**config.mk**
```make
export PLATFORM = sky130hd
export DESIGN_NAME = solver_dispatch_flat
export DESIGN_NICKNAME = d
export VERILOG_FILES = /design/src/rtl/solver_dispatch_pkg.sv /design/src/rtl/solver_dispatch_if.sv /design/src/rtl/solver_dispatch_result_slot.sv /design/src/rtl/solver_dispatch.sv /design/src/flat_wrapper.sv
export SDC_FILE = /design/constraint.sdc
export NUM_CORES = 1
export LEC_CHECK = 0
export CAP_MARGIN = 0
export CELL_PAD_IN_SITES_DETAIL_PLACEMENT = 1
export CELL_PAD_IN_SITES_GLOBAL_PLACEMENT = 1
export CORE_MARGIN = 2
export CORE_UTILIZATION = 46
export CTS_BUF_LIST = sky130_fd_sc_hd__clkbuf_4 sky130_fd_sc_hd__clkbuf_8
export DETAILED_ROUTE_END_ITERATION = 16
export DONT_BUFFER_PORTS = 1
export PLACE_DENSITY_LB_ADDON = 0.1
export SYNTH_ARGS = -nofsm -noshare
export SYNTH_HDL_FRONTEND = slang
export SYNTH_SLANG_ARGS = --single-unit
export TNS_END_PERCENT = 20
```
**constraint.sdc**
```tcl
create_clock -name clock -period 2.2 [get_ports clock]
set_input_delay 0.22 -clock clock [delete_from_list [all_inputs] [get_ports clock]]
set_output_delay 0.22 -clock clock [all_outputs]
set_load 0.02 [all_outputs]
```
**src/rtl/solver_dispatch_pkg.sv**
```systemverilog
`default_nettype none
// +-------------------------------------------------------------------------+
// | solver_dispatch_pkg : state encoding and widths shared with the solver  |
// | Rev 1.0                                                                 |
// +-------------------------------------------------------------------------+
package solver_dispatch_pkg;

  localparam int          c_limb_index_bits = 6;
  localparam int          c_limb_bits       = 32;
  localparam int          c_tag_bits        = 8;
  localparam int          c_iter_bits       = 16;
  localparam logic [15:0] c_iter_limit_hit  = 16'hFFFF;

  typedef enum logic [2:0] {
    ST_IDLE   = 3'd0,
    ST_CONFIG = 3'd1,
    ST_LOAD   = 3'd2,
    ST_START  = 3'd3,
    ST_RUN    = 3'd4
  } state_t;

endpackage
`default_nettype wire

```
**src/rtl/solver_dispatch_if.sv**
```systemverilog
`default_nettype none
// +-------------------------------------------------------------------------+
// | solver_dispatch_if : host stream, solver load/start bus and result port |
// | Rev 1.0                                                                 |
// +-------------------------------------------------------------------------+
interface solver_dispatch_if
  import solver_dispatch_pkg::*;
#(
  parameter int LIMB_INDEX_BITS = c_limb_index_bits,
  parameter int LIMB_BITS       = c_limb_bits,
  parameter int TAG_BITS        = c_tag_bits
);

  logic [LIMB_INDEX_BITS-1:0] cfg_num_limbs;
  logic [c_iter_bits-1:0]     cfg_iter_lim;
  logic                       in_valid;
  logic                       in_ready;
  logic [LIMB_BITS-1:0]       in_re;
  logic [LIMB_BITS-1:0]       in_im;
  logic                       in_last;
  logic                       wr_en;
  logic [LIMB_INDEX_BITS-1:0] wr_ind;
  logic [LIMB_BITS-1:0]       wr_re_data;
  logic [LIMB_BITS-1:0]       wr_im_data;
  logic                       wr_num_limbs_en;
  logic [LIMB_INDEX_BITS-1:0] num_limbs_data;
  logic                       wr_iter_lim_en;
  logic [c_iter_bits-1:0]     iter_lim_data;
  logic                       start;
  logic                       out_ready;
  logic [c_iter_bits-1:0]     iteration_count;
  logic                       res_valid;
  logic                       res_ready;
  logic [c_iter_bits-1:0]     res_count;
  logic [TAG_BITS-1:0]        res_tag;
  logic                       busy;
  logic                       proto_err;

  modport master (
    input  cfg_num_limbs, cfg_iter_lim, in_valid, in_re, in_im, in_last,
           out_ready, iteration_count, res_ready,
    output in_ready, wr_en, wr_ind, wr_re_data, wr_im_data, wr_num_limbs_en,
           num_limbs_data, wr_iter_lim_en, iter_lim_data, start,
           res_valid, res_count, res_tag, busy, proto_err
  );

  modport slave (
    output cfg_num_limbs, cfg_iter_lim, in_valid, in_re, in_im, in_last,
           out_ready, iteration_count, res_ready,
    input  in_ready, wr_en, wr_ind, wr_re_data, wr_im_data, wr_num_limbs_en,
           num_limbs_data, wr_iter_lim_en, iter_lim_data, start,
           res_valid, res_count, res_tag, busy, proto_err
  );

endinterface
`default_nettype wire

```
**src/rtl/solver_dispatch_result_slot.sv**
```systemverilog
`default_nettype none
// +-------------------------------------------------------------------------+
// | result_slot : one-entry valid/ready holding register                    |
// | Rev 1.0                                                                 |
// +-------------------------------------------------------------------------+
module result_slot #(
  parameter int WIDTH = 24
) (
  input  wire logic             clock,
  input  wire logic             reset,
  input  wire logic             i_load,
  input  wire logic [WIDTH-1:0] i_data,
  output logic                  o_can_load,
  output logic                  o_valid,
  input  wire logic             i_ready,
  output logic [WIDTH-1:0]      o_data
);

  logic             r_valid;
  logic [WIDTH-1:0] r_data;

  // A load in the same cycle as a drain replaces the outgoing entry.
  always_ff @(posedge clock or negedge reset) begin
    if (!reset) begin
      r_valid <= 1'b0;
      r_data  <= '0;
    end else if (i_load) begin
      r_valid <= 1'b1;
      r_data  <= i_data;
    end else if (i_ready) begin
      r_valid <= 1'b0;
    end
  end

  assign o_can_load = ~r_valid | i_ready;
  assign o_valid    = r_valid;
  assign o_data     = r_data;

endmodule
`default_nettype wire

```
**src/rtl/solver_dispatch.sv**
```systemverilog
`default_nettype none
// +-------------------------------------------------------------------------+
// | solver_dispatch : loads one point job into a solver, starts it and      |
// | returns the tagged iteration count.                 Rev 1.0             |
// +-------------------------------------------------------------------------+
module solver_dispatch
  import solver_dispatch_pkg::*;
#(
  parameter int LIMB_INDEX_BITS = c_limb_index_bits,
  parameter int LIMB_BITS       = c_limb_bits,
  parameter int TAG_BITS        = c_tag_bits
) (
  input  wire logic          clock,
  input  wire logic          reset,
  solver_dispatch_if.master  bus
);

  state_t                     r_state;
  logic [LIMB_INDEX_BITS-1:0] r_idx;
  logic [1:0]                 r_hold;
  logic [TAG_BITS-1:0]        r_tag;
  logic                       r_in_ready;
  logic                       r_wr_en;
  logic [LIMB_INDEX_BITS-1:0] r_wr_ind;
  logic [LIMB_BITS-1:0]       r_wr_re;
  logic [LIMB_BITS-1:0]       r_wr_im;
  logic                       r_wr_nl_en;
  logic                       r_wr_il_en;
  logic [LIMB_INDEX_BITS-1:0] r_num_limbs;
  logic [c_iter_bits-1:0]     r_iter_lim;
  logic                       r_start;
  logic                       r_proto_err;

  logic                       w_beat;
  logic                       w_final;
  logic                       w_slot_free;
  logic                       w_capture;
  logic [TAG_BITS+c_iter_bits-1:0] w_slot_data;

  assign w_beat    = r_in_ready & bus.in_valid;
  assign w_final   = (r_idx == '0);
  // r_hold masks the stale out_ready during the start cycle and the one after it.
  assign w_capture = (r_state == ST_RUN) && (r_hold == 2'd0) && bus.out_ready && w_slot_free;

  always_ff @(posedge clock or negedge reset) begin
    if (!reset) begin
      r_state     <= ST_IDLE;
      r_idx       <= '0;
      r_hold      <= 2'd0;
      r_tag       <= '0;
      r_in_ready  <= 1'b0;
      r_wr_en     <= 1'b0;
      r_wr_ind    <= '0;
      r_wr_re     <= '0;
      r_wr_im     <= '0;
      r_wr_nl_en  <= 1'b0;
      r_wr_il_en  <= 1'b0;
      r_num_limbs <= '0;
      r_iter_lim  <= '0;
      r_start     <= 1'b0;
      r_proto_err <= 1'b0;
    end else begin
      r_wr_en    <= 1'b0;
      r_wr_nl_en <= 1'b0;
      r_wr_il_en <= 1'b0;
      r_start    <= 1'b0;

      if (w_beat) begin
        r_wr_en  <= 1'b1;
        r_wr_ind <= r_idx;
        r_wr_re  <= bus.in_re;
        r_wr_im  <= bus.in_im;
        if (bus.in_last != w_final) begin
          r_proto_err <= 1'b1;
        end
      end

      case (r_state)
        ST_IDLE: begin
          if (bus.in_valid && (bus.cfg_num_limbs != '0)) begin
            r_num_limbs <= bus.cfg_num_limbs;
            r_iter_lim  <= bus.cfg_iter_lim;
            r_wr_nl_en  <= 1'b1;
            r_wr_il_en  <= 1'b1;
            r_state     <= ST_CONFIG;
          end
        end
        ST_CONFIG: begin
          r_idx      <= r_num_limbs - 1'b1;
          r_in_ready <= 1'b1;
          r_state    <= ST_LOAD;
        end
        ST_LOAD: begin
          if (w_beat) begin
            r_idx <= r_idx - 1'b1;
            if (w_final) begin
              r_in_ready <= 1'b0;
              r_state    <= ST_START;
            end
          end
        end
        ST_START: begin
          r_start <= 1'b1;
          r_hold  <= 2'd2;
          r_state <= ST_RUN;
        end
        ST_RUN: begin
          if (r_hold != 2'd0) begin
            r_hold <= r_hold - 2'd1;
          end else if (w_capture) begin
            r_tag   <= r_tag + 1'b1;
            r_state <= ST_IDLE;
          end
        end
        default: r_state <= ST_IDLE;
      endcase
    end
  end

  result_slot #(
    .WIDTH (TAG_BITS + c_iter_bits)
  ) u_result_slot (
    .clock      (clock),
    .reset      (reset),
    .i_load     (w_capture),
    .i_data     ({r_tag, bus.iteration_count}),
    .o_can_load (w_slot_free),
    .o_valid    (bus.res_valid),
    .i_ready    (bus.res_ready),
    .o_data     (w_slot_data)
  );

  assign bus.res_tag         = w_slot_data[TAG_BITS+c_iter_bits-1:c_iter_bits];
  assign bus.res_count       = w_slot_data[c_iter_bits-1:0];
  assign bus.in_ready        = r_in_ready;
  assign bus.wr_en           = r_wr_en;
  assign bus.wr_ind          = r_wr_ind;
  assign bus.wr_re_data      = r_wr_re;
  assign bus.wr_im_data      = r_wr_im;
  assign bus.wr_num_limbs_en = r_wr_nl_en;
  assign bus.num_limbs_data  = r_num_limbs;
  assign bus.wr_iter_lim_en  = r_wr_il_en;
  assign bus.iter_lim_data   = r_iter_lim;
  assign bus.start           = r_start;
  assign bus.busy            = (r_state != ST_IDLE);
  assign bus.proto_err       = r_proto_err;

endmodule
`default_nettype wire

```
**src/flat_wrapper.sv**
```systemverilog
// flat-port wrapper written by rule: the top's interface ports become plain ports
module solver_dispatch_flat import solver_dispatch_pkg::*;
#(
  parameter int LIMB_INDEX_BITS = c_limb_index_bits,
  parameter int LIMB_BITS       = c_limb_bits,
  parameter int TAG_BITS        = c_tag_bits
)
  (clock, reset, bus_cfg_num_limbs, bus_cfg_iter_lim, bus_in_valid, bus_in_re, bus_in_im, bus_in_last, bus_out_ready, bus_iteration_count, bus_res_ready, bus_in_ready, bus_wr_en, bus_wr_ind, bus_wr_re_data, bus_wr_im_data, bus_wr_num_limbs_en, bus_num_limbs_data, bus_wr_iter_lim_en, bus_iter_lim_data, bus_start, bus_res_valid, bus_res_count, bus_res_tag, bus_busy, bus_proto_err);
  solver_dispatch_if #(.LIMB_INDEX_BITS(LIMB_INDEX_BITS), .LIMB_BITS(LIMB_BITS), .TAG_BITS(TAG_BITS)) bus_i ();
  input  wire logic clock;
  input  wire logic reset;
  input wire logic [$bits(bus_i.cfg_num_limbs)-1:0] bus_cfg_num_limbs;
  input wire logic [$bits(bus_i.cfg_iter_lim)-1:0] bus_cfg_iter_lim;
  input wire logic [$bits(bus_i.in_valid)-1:0] bus_in_valid;
  input wire logic [$bits(bus_i.in_re)-1:0] bus_in_re;
  input wire logic [$bits(bus_i.in_im)-1:0] bus_in_im;
  input wire logic [$bits(bus_i.in_last)-1:0] bus_in_last;
  input wire logic [$bits(bus_i.out_ready)-1:0] bus_out_ready;
  input wire logic [$bits(bus_i.iteration_count)-1:0] bus_iteration_count;
  input wire logic [$bits(bus_i.res_ready)-1:0] bus_res_ready;
  output wire logic [$bits(bus_i.in_ready)-1:0] bus_in_ready;
  output wire logic [$bits(bus_i.wr_en)-1:0] bus_wr_en;
  output wire logic [$bits(bus_i.wr_ind)-1:0] bus_wr_ind;
  output wire logic [$bits(bus_i.wr_re_data)-1:0] bus_wr_re_data;
  output wire logic [$bits(bus_i.wr_im_data)-1:0] bus_wr_im_data;
  output wire logic [$bits(bus_i.wr_num_limbs_en)-1:0] bus_wr_num_limbs_en;
  output wire logic [$bits(bus_i.num_limbs_data)-1:0] bus_num_limbs_data;
  output wire logic [$bits(bus_i.wr_iter_lim_en)-1:0] bus_wr_iter_lim_en;
  output wire logic [$bits(bus_i.iter_lim_data)-1:0] bus_iter_lim_data;
  output wire logic [$bits(bus_i.start)-1:0] bus_start;
  output wire logic [$bits(bus_i.res_valid)-1:0] bus_res_valid;
  output wire logic [$bits(bus_i.res_count)-1:0] bus_res_count;
  output wire logic [$bits(bus_i.res_tag)-1:0] bus_res_tag;
  output wire logic [$bits(bus_i.busy)-1:0] bus_busy;
  output wire logic [$bits(bus_i.proto_err)-1:0] bus_proto_err;
  assign bus_i.cfg_num_limbs = bus_cfg_num_limbs;
  assign bus_i.cfg_iter_lim = bus_cfg_iter_lim;
  assign bus_i.in_valid = bus_in_valid;
  assign bus_i.in_re = bus_in_re;
  assign bus_i.in_im = bus_in_im;
  assign bus_i.in_last = bus_in_last;
  assign bus_i.out_ready = bus_out_ready;
  assign bus_i.iteration_count = bus_iteration_count;
  assign bus_i.res_ready = bus_res_ready;
  assign bus_in_ready = bus_i.in_ready;
  assign bus_wr_en = bus_i.wr_en;
  assign bus_wr_ind = bus_i.wr_ind;
  assign bus_wr_re_data = bus_i.wr_re_data;
  assign bus_wr_im_data = bus_i.wr_im_data;
  assign bus_wr_num_limbs_en = bus_i.wr_num_limbs_en;
  assign bus_num_limbs_data = bus_i.num_limbs_data;
  assign bus_wr_iter_lim_en = bus_i.wr_iter_lim_en;
  assign bus_iter_lim_data = bus_i.iter_lim_data;
  assign bus_start = bus_i.start;
  assign bus_res_valid = bus_i.res_valid;
  assign bus_res_count = bus_i.res_count;
  assign bus_res_tag = bus_i.res_tag;
  assign bus_busy = bus_i.busy;
  assign bus_proto_err = bus_i.proto_err;
  solver_dispatch #(.LIMB_INDEX_BITS(LIMB_INDEX_BITS), .LIMB_BITS(LIMB_BITS), .TAG_BITS(TAG_BITS)) u_core (.clock(clock), .reset(reset), .bus(bus_i));
endmodule
```
# ---- After elaboration in Yosys (flattened, before gate mapping)
# Index checks and enable logic that the tools add are counted.
dict set report totals {
  regBits 141
  latch_bits 0
  ramBits 0
  rom_bits 0
  input_bits 108
  out_inout_bits 124
  elab_cells 74
  n_memories 0
}
dict set report classes {
  add_sub_neg 4
  n_mul 0
  n_div 0
  magnitude_cmp 0
  eq_ne 11
  shifts 0
  mux 19
  bitwise_logic 4
  reduce_logical 20
}
# operator count
set ops {}
lappend ops {{$mux W3} 5}
lappend ops {{$pmux W3 S5} 1}
lappend ops {{$pmux W6 S2} 1}
lappend ops {{$sub A6 B1 Y6 const B} 2}
lappend ops {{$add A8 B1 Y8 const B} 1}
lappend ops {{$mux W1} 8}
lappend ops {{$reduce_and A2 Y1} 4}
lappend ops {{$reduce_bool A2 Y1} 4}
lappend ops {{$eq A3 B2 Y1 const B} 2}
lappend ops {{$logic_not A6 Y1} 1}
lappend ops {{$mux W6} 1}
lappend ops {{$ne A2 B1 Y1 const B} 3}
lappend ops {{$ne A2 B2 Y1 const B} 3}
lappend ops {{$reduce_and A3 Y1} 2}
lappend ops {{$reduce_bool A6 Y1} 1}
lappend ops {{$reduce_and A5 Y1} 1}
lappend ops {{$logic_and A1 B1 Y1} 4}
lappend ops {{$pmux W2 S2} 1}
lappend ops {{$eq A3 B1 Y1 const B} 1}
lappend ops {{$eq A3 B3 Y1 const B} 1}
lappend ops {{$logic_not A3 Y1} 1}
lappend ops {{$reduce_bool A3 Y1} 1}
lappend ops {{$logic_not A2 Y1} 1}
lappend ops {{$mux W2} 1}
lappend ops {{other kinds (6)} 7}

# ---- Longest topological paths before layout
dict set report logic_depth {
  depth_word 7
  depth_mapped 9
  depth_no_buf 7
}

# ---- Cells and area by module
# Synthesis repeated with hierarchy kept, for this count alone.
dict set report unflattened {
  hier_cells 380
  area_unflattened_um2 5825.6
}
# mod n_inst cells_per_inst area_each_um2 seq_area_each_um2
set by_module_without_submodules {}
lappend by_module_without_submodules {solver_dispatch 1 326 4794.6 2902.8}
lappend by_module_without_submodules {result_slot 1 54 1031.0 625.6}

# ---- Worst setup path before layout
# Ideal clock, no wire load.
dict set report synth_path {
  path_type {reg-to-reg}
  start {register u_core.r_state[1]}
  end {register u_core.r_idx[4]}
  setup_ns 0.140
  t_arrival_ns 1.978
  t_required_ns 2.060
  setup_slack_ns 0.082
  path_stages_with_launch 9
  path_buffers 2
  period_less_slack_ns 2.118
  path_cell_list {dfrtp_1 -> clkbuf_2 -> nor3b_1 -> buf_2 -> mux2i_1 -> ha_1 -> inv_1 -> nor4b_1 -> a211oi_1}
}
dict set report synth_via {
  elab_chain_len 3
  elab_cells_between_ends 6
  cone_classes {eq/ne: 3; mux: 1; reduce/logical: 2}
}
# item line
set synth_rtl {}
lappend synth_rtl {{from (decl)} solver_dispatch.sv:18} ;# state_t r_state;
lappend synth_rtl {{from (signal assigned)} solver_dispatch.sv:47} ;# r_state <= ST_IDLE;
lappend synth_rtl {{from (signal assigned)} solver_dispatch.sv:85} ;# r_state <= ST_CONFIG;
lappend synth_rtl {{from (signal assigned)} solver_dispatch.sv:91} ;# r_state <= ST_LOAD;
lappend synth_rtl {{$eq A3 B2 Y1 or $eq A3 B1 Y1 (tied branches)} solver_dispatch.sv:78} ;# case (r_state)
lappend synth_rtl {{$ne A2 B1 Y1 (no source line) or $reduce_bool A2 Y1 (tied branches)} --}
lappend synth_rtl {{$reduce_and A2 Y1 (no source line)} --}
lappend synth_rtl {{to (signal assigned)} solver_dispatch.sv:89} ;# r_idx <= r_num_limbs - 1'b1;
lappend synth_rtl {{to (signal assigned)} solver_dispatch.sv:95} ;# r_idx <= r_idx - 1'b1;
lappend synth_rtl {{to (decl)} solver_dispatch.sv:19} ;# logic [LIMB_INDEX_BITS-1:0] r_idx;
# Parallel ways exist; a longest one is shown, timed or not.
# A chain may end at the register's enable or synchronous reset.

# ---- Worst setup path after layout
dict set report layout_path {
  start {register u_core.r_state[0]}
  end {register u_core.r_idx[4]}
}
# The elaborated chain is that of the path after synthesis.

==> impl_metrics.ini <==
[synthesis]
seq_area_frac_synth_pct = 62.6
yosysUniqueCellTypes = 46
synth_nets = 489
synthArstFlopShare_pct = 100
synth_warnings = 0
syn_inst = 378
synthFlopType = dfrtp_1
avgSynthCellArea_um2 = 14.9
syn_area_um2 = 5640
synth_seq_cells = 141
synth-edff-count = 0

[cells_and_area]
areaGrowthSynthToFinish_pct = 29.7
drive_above_1_share_pct = 32.9
n_antenna_cell = 0
fillCellCount = 1105
nets = 605

[global_routing]
gr-usage-all-layers_pct = 22.5
grt_pass1_vias = 4122
antenna_found_initial = 0
gr-total-overflow = 0
grt_max_degree = 142
grt_pass1_wl_mm = 22.1

[route]
via_per_inst = 5.49
drc = 0
drt-initial-drc-count = 131
postRouteAntennaNets = 0
wl_per_cell_um = 22.1
vias = 3591
drt_pass1_iterations = 4
routed_wl_mm = 14.5

[power_and_ir_drop]
p_per_area_nw_per_um2 = 1440
total_power_mw = 10.6
ir_drop_uv = 702
p_leak_nw = 3.15

[cts]
cts_buffers = 17
tritoncts = built
hold_buffers = 105
root_buffer = clkbuf_8
cts_max_level = 4
clock_sinks = 141
clk_latency_ns = 0.44
clock_path_buffers = 2
clk_pin_slew_ns = 0.07

[worst_hold_path]
hold_path_class = in2async

[timing]
relSlewSlack_pct = 72.7
setup_ws_ns = 0.145
setup-tns-final_ns = 0
rsz0062_at_grt = false
slew_viol_final = 0
hold_viol = 141
fmax_mhz = 487
setup_viol = 0
finalCritPeriodShare_pct = 93.4
hold_slack_ns = -0.525
period_minus_slack_ns = 2.05
finalClockSkew_ns = 0.00836
tightest_slew_ns = 0.400

[setup_path]
crit_path_max_incr_delay_ns = 0.47
startpoint_type = flip-flop
crit_required_ns = 2.50
crit_arrival_ns = 2.36
cp_max_fo = 12
worstSetupPathType = reg2reg
end_kind = flip-flop
path_delay_family = simple AND/OR/NAND/NOR gates
crit_slowest_cell = dfrtp_2
path_buf_inv = 2
path_cells = nor3b_1 > buf_4 > mux2i_1 > ha_2 > inv_1 > nor4b_1 > a211oi_1

[floorplan]
dieHeight_um = 115
initial_core_util_pct = 46.9
core-area_um2 = 12000
die_area_um2 = 13200
ios = 232
chipWidth_um = 115
rows = 40

[run_status]
violations = hold timing
status = finished with violations

[placed_design]
dpl_worst_slack_ns = 0.0707
port_buffers = 0
dp_hpwl_mm = 8.37
place_congestion = 0.831

[run]
cap_viol_max_count = 0
## what timing repair did
| item | CTS | global route |
|---|---|---|
| gates resized for setup | 0 | 3 |
| setup buffers | 0 | 0 |
| hold endpoints to repair | 245 | 141 |
| setup endpoints to repair | 0 | 1 |
## registers in the layout, indices dropped and copies added, names as in the netlist
signal                        count
u_core.r_hold                     2
u_core.bus.proto_err              1
u_core.bus.wr_en                  1
u_core.r_idx                      6
u_core.bus.start                  1
u_core.bus.wr_re_data            32
u_core.bus.num_limbs_data         6
u_core.bus.wr_ind                 6
u_core.u_result_slot.o_valid      1
u_core.bus.in_ready               1
u_core.bus.iter_lim_data         16
u_core.u_result_slot.o_data      24
u_core.bus.wr_im_data            32
u_core.r_tag                      8
u_core.bus.wr_num_limbs_en        1
u_core.r_state                    3
## cells in the mapped netlist (all sizes together) (2+ instances only)
cell | instances | area, µm²
buf | 8 | 65.1
clkbuf | 9 | 35.0
nor4 | 3 | 18.8
ha | 3 | 37.5
xnor2 | 6 | 52.6
and3 | 2 | 12.5
nand4 | 8 | 50.1
nor2 | 7 | 26.3
a21oi | 7 | 35.0
o21bai | 2 | 15.0
xor2 | 2 | 17.5
dfrtp | 141 | 3530
a31o | 2 | 17.5
nand2 | 9 | 33.8
or3 | 3 | 18.8
inv | 6 | 22.5
o21ai | 7 | 35.0
mux2 | 118 | 1330
nand2b | 5 | 31.3
nor3b | 3 | 33.8
a211oi | 2 | 15.0
mux2i | 4 | 40.0
nor3 | 4 | 36.3
a21o | 2 | 15.0
## placed cells by master, fill, tap and decap left out, types with 3 or more instances in the layout
cell,instances
dlygate4sd3_1,105
o21ai_0,7
nor4_1,3
xnor2_1,6
buf_4,7
nand2b_1,5
nand2_1,8
clkinv_2,3
dfrtp_1,139
inv_1,6
nand4_1,8
a21oi_1,7
nor2_1,7
clkbuf_8,22
mux2i_1,4
or3_1,3
clkbuf_4,4
bufinv_16,3
mux2_2,116
## where the power goes
group / internal, mW / switching [mW]
clock: 1.32 / 0.935
sequential: 3.67 / 2.27
combinational: 1.39 / 0.974
total: 6.38 / 4.17
## worst reg2reg max path, cell delays in order (launching register included)
cell	delay, ns
dfrtp_2	0.47
nor3b_1	0.22
buf_4	0.23
mux2i_1	0.28
ha_2	0.25
inv_1	0.06
nor4b_1	0.31
a211oi_1	0.08
## worst paths after layout
kind	startpoint	endpoint	slack, ns	cells past startpoint
worst max-delay path	u_core.r_state[0]	u_core.r_idx[4]	0.15	7
worst min-delay path	reset	u_core.bus.iter_lim_data[1]	-0.53	0
worst max register to register	u_core.r_state[0]	u_core.r_idx[4]	0.15	7
worst min register to register	u_core.r_hold[0]	u_core.r_hold[0]	0.47	1
max in group asynchronous	reset	u_core.bus.wr_im_data[2]	2.57	0
min in group clock	bus_in_last	u_core.bus.proto_err	0.03	2
## cell families after synthesis
logic type | after synthesis | synth area share [%]
AO/OA/AOI/OAI | 29 | 3.33
XOR/XNOR | 8 | 1.24
adder cells (fa/ha/maj) | 3 | 0.666
buffers and inverters | 23 | 2.17
flip-flops | 141 | 62.6
multiplexers | 122 | 24.3
AND/OR/NAND/NOR | 52 | 5.73
## metrics by stage
step                      utilization [%]  cell area, µm²  hold slack, ns  std cells
after floorplan                         -            5640         -0.0756        378
after global placement               48.4            5820         -0.0720        517
after detailed placement             48.4            5820         -0.0728        517
after CTS                            60.8            7310          -0.558        654
after global routing                 60.9            7310          -0.560        654
final                                60.9            7310          -0.525        654
## metal layers
metal | track usage (%) | up-vias | routed length [µm]
met2 | 40.3 | 163 | 7830
met4 | 9.96 | 0 | 337
met5 | 0 | - | 0
li1 | - | 1586 | -
met3 | 8.95 | 26 | 1230
met1 | 23.1 | 1816 | 5080
## cell type report
type	instances	area (µm²)	area share [%]
multi-input combinational	214	1990	27.2
sequential	141	3530	48.3
timing repair buffer	114	1140	15.6
clock inverter	6	105	1.44
clock buffer	26	333	4.55
inverter	6	22.5	0.308
tap	147	184	2.52
(Power assumes the default switching activity.)
==> RTL edit 1: new RTL, same flow settings <==
The package constant `c_tag_bits` goes from 8 to 12.
--- a/src/rtl/solver_dispatch_pkg.sv
+++ b/src/rtl/solver_dispatch_pkg.sv
@@ -7,7 +7,7 @@
 
   localparam int          c_limb_index_bits = 6;
   localparam int          c_limb_bits       = 32;
-  localparam int          c_tag_bits        = 8;
+  localparam int          c_tag_bits        = 12;
   localparam int          c_iter_bits       = 16;
   localparam logic [15:0] c_iter_limit_hit  = 16'hFFFF;
 
Ports: changed (resized bus_res_tag); port bits go from 232 to 236. The function was not compared with the original's and may differ.
==> RTL edit 1 against the original RTL <==
The run still ends with hold timing left; wire length grew 14%; area after synthesis rose by 6.8%; total power increased by 6.8%; global-route usage increased by 2.0 points; largest power group unchanged; hold slack got worse by 0.017 ns; core utilization fell by 0.11 points; cell area is 5.7% higher; sequential power grew 6.6%; sequential cell count grew 8; setup slack improved by 0.00079 ns; clock power increased by 4%; highest routed layer unchanged.
==> RTL edit 1: results (changes against the original RTL) <==
.. list-table::
   :header-rows: 1

   * - Metric
     - Value
   * - Clock buffer cells
     - 19 (was 26)
   * - Final core utilization
     - 60.76% (was 60.86%)
   * - Count of plain and timing-repair buffers in the layout
     - 115 (was 114)
   * - Result of the run
     - finished with violations (unchanged)
   * - Count of final hold-check violations
     - 149 (was 141)
   * - Clock distribution area overhead in the final layout
     - 5.681% (was 5.990%)
   * - Multi-input gate share of the layout cell area
     - 27.97% (was 27.25%)
   * - Post-cts hold buffer count
     - 102 (was 105)
   * - Count of inverters not on the clock network in the layout
     - 7 (was 6)
   * - Tapcells inserted
     - 172 (was 147)
   * - FILL cells
     - 1231 (was 1105)
   * - Final routed wire length divided by cell count
     - 23.37 um (was 22.13 um)
   * - Final non-clock buffer share
     - 14.96% (was 15.64%)
   * - Slew at the pin closest to its max-slew limit
     - 0.4596 ns (was 0.3996 ns)
   * - Clock sink total
     - 149 (was 141)
   * - Largest net degree at the start of global routing
     - 150 (was 142)
   * - Post-Place Setup Slack
     - 0.1165 ns (was 0.07074 ns)
   * - Area after DPL
     - 6247 um2 (was 5817 um2)
   * - Share of the final layout cell area in sequential cells
     - 48.24% (was 48.30%)
   * - Clock latency reported for the late side of the worst-skew pair
     - 0.46 ns (was 0.44 ns)
   * - First-pass GRT wire length
     - 26.00 mm (was 22.11 mm)
   * - Final clock skew
     - 0.008677 ns (was 0.008356 ns)
   * - Maximum vdd drop
     - 0.7396 mV (was 0.7025 mV)
   * - Seq group
     - 6330 uW (was 5940 uW)
   * - Post-synthesis sequential area ratio
     - 61.94% (was 62.58%)
   * - Violated checks
     - hold timing (unchanged)
   * - Share of the clock period used by the worst path
     - 93.37% (was 93.41%)
   * - Antenna diodes
     - 1 (was 0)
   * - # placed instances
     - 573 (was 517)
   * - Number of global-route vias before repair
     - 4415 (was 4122)
   * - Cell types occupying the most area after synthesis
     - sky130_fd_sc_hd__dfrtp_1, sky130_fd_sc_hd__mux2_2, sky130_fd_sc_hd__xnor2_1 (unchanged)
   * - CP peak stage delay
     - 0.40 ns (was 0.47 ns)
   * - Worst Hold Slack
     - -0.5418 ns (was -0.5253 ns)
   * - Slowest cell on crit path
     - sky130_fd_sc_hd__dfrtp_1 (was sky130_fd_sc_hd__dfrtp_2)
   * - Number of DRC violations after detailed-routing iteration 0
     - 164 (was 131)
   * - Net count after synthesis
     - 520 (was 489)
   * - CP Max Fanout
     - 3 (was 12)
   * - Top cell types by occurrence after synthesis
     - sky130_fd_sc_hd__dfrtp_1, sky130_fd_sc_hd__mux2_2, sky130_fd_sc_hd__nand2_1 (unchanged)
   * - Final net count
     - 633 (was 605)
   * - Synthesized-area fraction occupied by ao, oa, aoi and oai cells
     - 3.554% (was 3.329%)
RTL edit 1: cell count changes after synthesis, moves of 5 or more:
cell,unedited run,this run
sky130_fd_sc_hd__dfrtp_1,141,149
sky130_fd_sc_hd__buf_2,1,8
sky130_fd_sc_hd__nand2_1,9,16
sky130_fd_sc_hd__nand4_1,8,2
sky130_fd_sc_hd__nand3_1,1,6
RTL edit 1: metal layers:
metal  track usage [%]  part of all wire [%]  vias to the layer above  wire length [um]
met3             8.156                   8.1                       32              1332
met2             44.15                    54                      174              8893
met1             26.37                    36                     1959              5924
li1                  -                     -                     1685                 -
met5                 0                     0                        -                 0
met4             9.896                   2.3                        0               373
RTL edit 1: timing repair:
action / 4_1_cts / 5_1_grt
endpoints found under the setup margin: 0 / 1
buffers inserted: 0 / 0
resized for setup: 0 / 4
hold endpoints to repair: 251 / 149
==> RTL edit 2: new RTL, same settings <==
Made on the original files. Make the reset (`reset`) synchronous in 2 clocked blocks.
--- a/src/rtl/solver_dispatch_result_slot.sv
+++ b/src/rtl/solver_dispatch_result_slot.sv
@@ -20,7 +20,7 @@
   logic [WIDTH-1:0] r_data;
 
   // A load in the same cycle as a drain replaces the outgoing entry.
-  always_ff @(posedge clock or negedge reset) begin
+  always_ff @(posedge clock) begin
     if (!reset) begin
       r_valid <= 1'b0;
       r_data  <= '0;
--- a/src/rtl/solver_dispatch.sv
+++ b/src/rtl/solver_dispatch.sv
@@ -42,7 +42,7 @@
   // r_hold masks the stale out_ready during the start cycle and the one after it.
   assign w_capture = (r_state == ST_RUN) && (r_hold == 2'd0) && bus.out_ready && w_slot_free;
 
-  always_ff @(posedge clock or negedge reset) begin
+  always_ff @(posedge clock) begin
     if (!reset) begin
       r_state     <= ST_IDLE;
       r_idx       <= '0;
Formal check against the unedited RTL: differs if reset is asserted again (counterexample within 4 cycles, from zero or initial values and one cycle with reset low); with reset held inactive, the same outputs for 10 cycles.
==> RTL edit 2 against the original RTL <==
Setup slack gained 0.0053 ns; wire length grew 18%; synthesized cell count grew 69%; area after synthesis shrank 6.8%; via count grew 35%; cell area shrank 5.5%; highest routed layer unchanged; global-route usage grew 5.6 points; sequential share of layout area shrank 7.5 points; sequential cell count is the same; critical path type unchanged; hold slack gained 0.58 ns.
Power is not compared: it rests on default switching activity, and its combinational part moved more than twofold at a synthesized area within 25%.
==> RTL edit 2: results (changes against the original RTL) <==
.. list-table::
   :header-rows: 1

   * - Metric
     - Value
   * - Multi-input gate share of the layout cell area
     - 32.64% (was 27.25%)
   * - Share of post-route cells with drive strength above 1
     - 7.703% (was 32.94%)
   * - Net count after synthesis
     - 751 (was 489)
   * - Async SR Flop Fraction
     - 0% (was 100.0%)
   * - FILL cells
     - 1314 (was 1105)
   * - Number of distinct library cells after synthesis
     - 43 (was 46)
   * - Post-synthesis sequential area ratio
     - 53.73% (was 62.58%)
   * - Multiplexer share of the synthesized area
     - 4.763% (was 24.28%)
   * - Final routed wirelength across all metal layers
     - 17.12 mm (was 14.47 mm)
   * - Critical register-to-register path startpoint
     - u_core.r_state[2] (was u_core.r_state[0])
   * - Count of final hold-check violations
     - 0 (was 141)
   * - Slew at the pin closest to its max-slew limit
     - 0.7758 ns (was 0.3996 ns)
   * - Count of inverters not on the clock network in the layout
     - 4 (was 6)
   * - Count of plain and timing-repair buffers in the layout
     - 124 (was 114)
   * - Area after DPL
     - 5450 um2 (was 5817 um2)
   * - Synthesized-area fraction occupied by ao, oa, aoi and oai cells
     - 13.53% (was 3.329%)
   * - Class of the worst hold path
     - in -> reg (was in -> async)
   * - Clock distribution area overhead in the final layout
     - 6.046% (was 5.990%)
   * - Number of multi-input combinational cells in the layout
     - 452 (was 214)
   * - Adder and majority cell fraction of the synthesized area
     - 0.7145% (was 0.6658%)
   * - Number of global-route vias before repair
     - 5268 (was 4122)
   * - Total number of vias
     - 4855 (was 3591)
   * - Most used flip-flop cell after synthesis
     - sky130_fd_sc_hd__dfxtp_1 (was sky130_fd_sc_hd__dfrtp_1)
   * - Sequential cell area
     - 2823 um2 (was 3531 um2)
   * - Result of the run
     - finished clean (was finished with violations)
   * - Number of DRC violations after detailed-routing iteration 0
     - 308 (was 131)
   * - Cell types occupying the most area after synthesis
     - sky130_fd_sc_hd__dfxtp_1, sky130_fd_sc_hd__nand2_1, sky130_fd_sc_hd__a21oi_1 (was sky130_fd_sc_hd__dfrtp_1, sky130_fd_sc_hd__mux2_2, sky130_fd_sc_hd__xnor2_1)
   * - Clock buffer cells
     - 21 (was 26)
   * - First-pass GRT wire length
     - 27.52 mm (was 22.11 mm)
   * - Final net count
     - 851 (was 605)
   * - CP Max Fanout
     - 6 (was 12)
   * - Row cnt
     - 39 (was 40)
RTL edit 2: changes by cell type in the layout (fill, tap and decap cells not counted), sizes merged, moves of 11 or more:
cell	unedited run	this run
nor2	7	47
a21oi	7	104
nand2	9	200
mux2	118	0
dfxtp	0	141
buf	9	20
mux2i	4	25
dfrtp	141	0
RTL edit 2: cells by family after synthesis:
kind of cell	Yosys count
xor gates and xnor gates	8
adders and majority gates	3
AOI/OAI and AO/OA	131
muxes	25
DFF	141
buffers and inverters	47
and+or+nand+nor	285
RTL edit 2: timing repair:
action,in CTS,in global routing
endpoints found under the setup margin,0,0
endpoints found under the hold margin,110,0
setup buffers,0,0
hold buffers,104,0
RTL edit 2: power by group through the flow:
stage	Sequential [uW]	Clock, uW	Combinational [uW]
2_1_floorplan	2850	0	327
3_3_place_gp	2880	0	411
3_5_place_dp	2880	0	435
4_1_cts	2820	2200	592
5_1_grt	2840	2320	669
6_report	2820	2160	606
RTL edit 2: worst paths after layout:
kind	end	slack, ns	cells past startpoint
max	u_core.r_idx[4]	0.15	9
min	u_core.bus.proto_err	0.06	2
max reg2reg	u_core.r_idx[4]	0.15	9
min reg2reg	u_core.u_result_slot.o_data[23]	0.48	2
RTL edit 2: stage by stage:
| step | hold slack (ns) | setup WS, ns | instances |
|---|---|---|---|
| floorplan | 0.3375 | 0.1927 | 640 |
| global placement | 0.3443 | 0.2914 | 760 |
| detailed placement | 0.3425 | 0.2144 | 760 |
| CTS | 0.01728 | 0.1831 | 896 |
| global route | 0.03795 | 0.04201 | 897 |
| finish | 0.05964 | 0.1503 | 897 |
RTL edit 2: metal layers:
layer | part of all wire (%) | global-route usage (%)
met1 | 38 | 29.83
met2 | 51 | 50.02
met3 | 6.8 | 10.06
met4 | 3.7 | 12.42
met5 | 0 | 0
